<file path="src/rtl/logic_unit_serial.sv">
// Multi-cycle bitwise logic unit: operands are captured on start and processed
// SLICE bits per clock, LSB slice first; result and zero flag update on completion.
module logic_unit_serial #(
  parameter int WIDTH = 8,
  parameter int SLICE = 4
) (
  input  logic             clk,
  input  logic             rst_n,
  input  logic             start,
  input  logic [2:0]       op,
  input  logic [WIDTH-1:0] A,
  input  logic [WIDTH-1:0] B,
  output logic             busy,
  output logic             done,
  output logic [WIDTH-1:0] S,
  output logic             zero
);

  localparam int N  = WIDTH / SLICE;
  localparam int CW = (N > 1) ? $clog2(N) : 1;

  generate
    if ((WIDTH < 1) || (SLICE < 1) || (SLICE > WIDTH) || ((WIDTH % SLICE) != 0)) begin : g_bad_params
      $error("logic_unit_serial: illegal WIDTH/SLICE combination");
    end
  endgenerate

  typedef enum logic {IDLE = 1'b0, RUN = 1'b1} state_t;

  function automatic logic [SLICE-1:0] slice_op(input logic [2:0] o,
                                                input logic [SLICE-1:0] a,
                                                input logic [SLICE-1:0] b);
    logic [SLICE-1:0] r;
    case (o)
      3'b000:  r = a & b;
      3'b001:  r = a | b;
      3'b010:  r = a ^ b;
      3'b011:  r = ~(a & b);
      3'b100:  r = ~(a | b);
      3'b101:  r = ~(a ^ b);
      3'b110:  r = ~a;
      3'b111:  r = a;
      default: r = a;
    endcase
    return r;
  endfunction

  state_t           state_q, state_d;
  logic [CW-1:0]    cnt_q, cnt_d;
  logic [2:0]       op_q, op_d;
  logic [WIDTH-1:0] a_q, a_d, b_q, b_d, acc_q, acc_d, s_q, s_d;
  logic             busy_q, busy_d, done_q, done_d, zero_q, zero_d;

  // Next-state: capture in IDLE, one slice per cycle in RUN, publish on the last slice.
  always_comb begin
    state_d = state_q;
    cnt_d   = cnt_q;
    op_d    = op_q;
    a_d     = a_q;
    b_d     = b_q;
    acc_d   = acc_q;
    s_d     = s_q;
    zero_d  = zero_q;
    done_d  = 1'b0;
    case (state_q)
      IDLE: begin
        if (start) begin
          state_d = RUN;
          a_d     = A;
          b_d     = B;
          op_d    = op;
          cnt_d   = {CW{1'b0}};
        end else begin
          state_d = IDLE;
        end
      end
      RUN: begin
        // Constant slice positions keep the part-selects static.
        for (int k = 0; k < N; k++) begin
          if (cnt_q == CW'(k)) begin
            acc_d[k*SLICE +: SLICE] = slice_op(op_q, a_q[k*SLICE +: SLICE], b_q[k*SLICE +: SLICE]);
          end else begin
            acc_d[k*SLICE +: SLICE] = acc_q[k*SLICE +: SLICE];
          end
        end
        if (cnt_q == CW'(N - 1)) begin
          state_d = IDLE;
          cnt_d   = {CW{1'b0}};
          s_d     = acc_d;
          zero_d  = (acc_d == {WIDTH{1'b0}});
          done_d  = 1'b1;
        end else begin
          cnt_d   = cnt_q + CW'(1);
        end
      end
      default: begin
        state_d = IDLE;
        cnt_d   = {CW{1'b0}};
      end
    endcase
    busy_d = (state_d == RUN);
  end

  // State and registered outputs; reset aborts any operation in flight.
  always_ff @(posedge clk) begin
    if (!rst_n) begin
      state_q <= IDLE;
      cnt_q   <= {CW{1'b0}};
      op_q    <= 3'b000;
      a_q     <= {WIDTH{1'b0}};
      b_q     <= {WIDTH{1'b0}};
      acc_q   <= {WIDTH{1'b0}};
      s_q     <= {WIDTH{1'b0}};
      zero_q  <= 1'b0;
      busy_q  <= 1'b0;
      done_q  <= 1'b0;
    end else begin
      state_q <= state_d;
      cnt_q   <= cnt_d;
      op_q    <= op_d;
      a_q     <= a_d;
      b_q     <= b_d;
      acc_q   <= acc_d;
      s_q     <= s_d;
      zero_q  <= zero_d;
      busy_q  <= busy_d;
      done_q  <= done_d;
    end
  end

  assign busy = busy_q;
  assign done = done_q;
  assign S    = s_q;
  assign zero = zero_q;

endmodule

</file>
<file path="config.mk">
export PLATFORM = sky130hd
export DESIGN_NAME = logic_unit_serial
export DESIGN_NICKNAME = d
export VERILOG_FILES = /design/src/rtl/logic_unit_serial.sv
export SDC_FILE = /design/constraint.sdc
export NUM_CORES = 1
export LEC_CHECK = 0
export CAP_MARGIN = 40
export CORE_MARGIN = 4
export CORE_UTILIZATION = 60
export CTS_CLUSTER_SIZE = 8
export DETAILED_ROUTE_END_ITERATION = 16
export DONT_BUFFER_PORTS = 1
export GPL_TIMING_DRIVEN = 0
export PLACE_DENSITY = 0.83
export SYNTH_ARGS = -nofsm -noshare
export SYNTH_HDL_FRONTEND = slang
export SYNTH_SLANG_ARGS = --single-unit
export TNS_END_PERCENT = 5
</file>
<file path="constraint.sdc">
create_clock -name clk -period 3.6 [get_ports clk]
set_clock_uncertainty 0.05 [all_clocks]
set_input_delay 0.36 -clock clk [delete_from_list [all_inputs] [get_ports clk]]
set_output_delay 0.36 -clock clk [all_outputs]
set_load 0.03 [all_outputs]
</file>
After elaboration in Yosys (flattened, before gate mapping)
Index checks and enable logic that the tools add are counted.
- register bits: 39
- input port bits: 22
- output and inout bits: 11
- word-level logic and storage cells: 51
- $add $sub $neg: 1
- equality and inequality tests: 8
- multiplexer cells: 13
- bitwise operators: 15
- reductions and logical operators: 5
- operators with widths (kind ; number):
    4-bit case mux with 8 select lines ; 2
    4-bit inverter ; 8
    4-bit two-way mux ; 4
    3-bit == test (second input constant) ; 4
    4-bit AND ; 2
    8-bit zero test ; 1
    4-bit bitwise OR ; 2
    4-bit bitwise XOR ; 2
    3-bit by 2-bit == test with 1-bit output (second input constant) ; 2
    2-bit AND reduction ; 3
    1-bit two-way mux ; 5
    1-bit case mux with 2 select lines ; 2
    3-bit by 1-bit == test with 1-bit output (second input constant) ; 1
    3-bit zero test ; 1
    2-bit != test (second input constant) ; 1
    1-bit adder (second input constant) ; 1
    1-bit inverter ; 1

Logic depth before layout (Yosys ltp)
- word-level depth: 6
- gate-level depth with buffers: 9

Worst setup path after synthesis
OpenSTA, ideal clock, no wires.
- path kind: register to register
- start: reg a_q[0]
- end: reg zero_q (netlist: zero)
- library setup time: 0.069 ns
- arrival time: 1.618 ns
- data required time: 3.481 ns
- slack: 1.863 ns
- stages on the path, launching flop included: 8
- period minus slack after synthesis: 1.737 ns
- cell sequence: dfxtp_1 inv_1 ha_1 a32o_1 nor3_1 o31ai_1 or3_1 o21ai_1
- longest elaborated chain between the ends: 6
- elaborated cells on any way between the ends: 11
- classes of those cells: mux (3); bitwise (7); reduce/logical (1)
- ends and longest elaborated chain (element ; line ; source):
    start, declared ; 51 ; logic [WIDTH-1:0] a_q, a_d, b_q, b_d, acc_q, acc_d, s_q, s_d;
    start signal, assigned ; 110 ; a_q <= {WIDTH{1'b0}};
    4-bit bitwise XOR, or another cell as far along ; 37, 40 ;
    4-bit inverter (on tied branches) ; 40, 38, 39 ;
    4-bit case mux with 8 select lines (*) ; 34 ; case (o)
    4-bit two-way mux (*) ; 80 ; if (cnt_q == CW'(k)) begin
    4-bit two-way mux (*) ; 65 ; case (state_q)
    8-bit zero test (*) ; 90 ; zero_d = (acc_d == {WIDTH{1'b0}});
    end signal, assigned ; 125 ; zero_q <= zero_d;
    end, declared ; 52 ; logic busy_q, busy_d, done_q, done_d, zero_q, zero_d;
Every way passes the cells marked *; elsewhere a longest branch is shown, timed or not. The select of a mux whose other input is x is not followed.
A chain may end at the register's enable or synchronous reset.

==> metrics.yaml <==
synth.avg_cell_area_um2: 7.79
grt.overflow.total: 0
initial_core_util_pct: 62.4
clk_latency_ps: 340
drive_above_1_share_pct: 8.73
cp.arrival_ps: 2220
yosys_warnings: 0
required_ps: 3830
vias: 1833
ys_seq_elements: 35
setup_tns_ps: 0
peakVddDrop_uv: 214
clk_pin_slew_ps: 110
fillers: 312
synth-edff-count: 0
async_reset_ff_share_pct: 0
hold_violations: 0
powerDensity_nw_per_um2: 397
synth_top_area_share_pct: 33.7
endpoint_kind: "register"
worstMarginPinSlew_ps: 544
core_region_area_um2: 3340
synthDistinctLibCells: 50
outcome: "finished clean"
ctsRootBufferMaster: "clkbuf_4"
fin_crit_ps: 1990
htreeDepth: 2
synth-compound-area-share_pct: 20.6
cts.sinks: 35
chipWidth_um: 66.9
dr.pass1.iters: 4
grt_pass1_vias: 1672
die_area_um2: 4470
final_cells: 321
synth-simple-area-share_pct: 23.1
p_leak_nw: 0.938
grt_usage_pct: 22.6
synth_top_area_cell: "dfxtp_1"
drc: 0
yosys-top-cells-area: "dfxtp_1, nand2_1, ha_1"
via_per_inst: 5.71
synth_common_cells: "nand2_1, dfxtp_1, a21oi_1"
antenna_found_initial: 0
cp_max_fo: 10
muxShareOfSynthArea_pct: 3.07
drv_cap: 0
stdcell_area_um2: 2220
grt_pass1_wl_mm: 7.63
drtIter0Drc: 93
fin_util_pct: 66.5
grt_max_degree: 13
fin_nets: 312
placed_cells: 313
whs_ps: 84.1
holdBufCountCts: 0
post_drt_wl_per_cell_um: 14.0
cts_tree: "done"
maxSlewHeadroom_pct: 63.8
cts.repair.resized: 0
io_buffers: 0
synth_xor_area_share_pct: 0.842
period_share_pct: 55.3
routed_wirelength_mm: 4.49
criticalPathCategory: "register to register"
synth_fp_nets: 305
die_h_um: 66.9
synth_top_family_by_area: "simple AND/OR/NAND/NOR gates"
startpoint_type: "register"
finalSetupViolCount: 0
rsz0062_at_grt: "false"
synth-main-ff-cell: "dfxtp_1"
area.growth.synth_to_final_pct: 6.67
dpl.hpwl_mm: 3.40
synthCells: 267
yosysSeqAreaShare_pct: 33.7
hp-class: "input pin to register"
ioPinCount: 33
slew_violations: 0
rows: 21
antenna_left: 0
postCtsSetupRepairBufs: 0
syn_area_um2: 2080
cts_buffer_depth: 2
placed_area_um2: 2140
antenna_cells: 0
synth_most_common_cell: "nand2_1"
yosys.area_share.adder_pct: 9.62
max_freq_ghz: 0.502
gp_congestion: 0.937
numCtsBuffers: 5
through the flow:
| stage | total power, W | setup WS (ps) |
|---|---|---|
| finish | 0.000881 | 1610 |
| global route | 0.000931 | 1410 |
| CTS | 0.000883 | 1590 |
| detailed placement | 0.000602 | 1630 |
| global placement | 0.000597 | 1650 |
| floorplan | 0.000567 | 1860 |
layout make-up:
class	count	area, um2	share of cell area [%]
inverter	19	71.3	3.21
buffer	18	118	5.30
multi-input combinational	195	1190	53.7
tap	46	57.6	2.59
clock inverter	3	43.8	1.97
clock buffer	5	37.5	1.69
sequential	35	701	31.6
layout by cell type (no fill, tap or decap), drive strengths merged, types with 3 or more instances in the layout:
cell	instances
nor2	20
clkbuf	13
o31ai	3
inv	19
buf	10
a221oi	3
a22oi	3
ha	16
a21o	3
mux2i	3
nor3	5
nand2	55
a22o	4
nand2b	4
nor2b	8
o21ai	8
dfxtp	35
a21oi	30
critical path: stages (launching register included):
cell and delay [ps]:
dfxtp_1 530, buf_2 280, nand2b_1 130, clkbuf_1 310
buf_1 370, nand2_1 90, a21oi_1 150
flip-flops by register name, indices dropped and copies added, names as in the netlist:
name and flops:
acc_q 4, cnt_q 1, zero 1, op_q 3
S 8, done 1, busy 1, b_q 8
a_q 8
routing by layer:
metal	track usage (%)	wire length [um]	vias up
li1	-	-	924
met1	30.7	2060	841
met2	34.8	2050	58
met3	4.55	277	10
met4	8.86	102	0
met5	0	0	-
where the power goes:
group	switching, W	leakage [nW]	internal, W
sequential	0.0000217	0.286	0.000407
combinational	0.0000964	0.607	0.0000711
clock	0.000139	0.0452	0.000146
total	0.000257	0.938	0.000624
kinds of logic (layout without fill, tap and decap cells):
kind of cell    after synthesis  count (layout)
simple gates                105             105
compound gates               67              67
buf+inv                      37              45
flops                        35              35
fa+ha+maj                    16              16
mux                           5               5
xor+xnor                      2               2
final timing paths:
path	slack, ps	depth (start not counted)	endpoint	from
hold reg to reg	430	2	b_q[6]	b_q[6]
hold / removal	80	2	b_q[6]	B[6]
setup / recovery	1610	6	op_q[2]	busy
setup reg to reg	1610	6	op_q[2]	busy
Power figures use the tool's default switching activity.
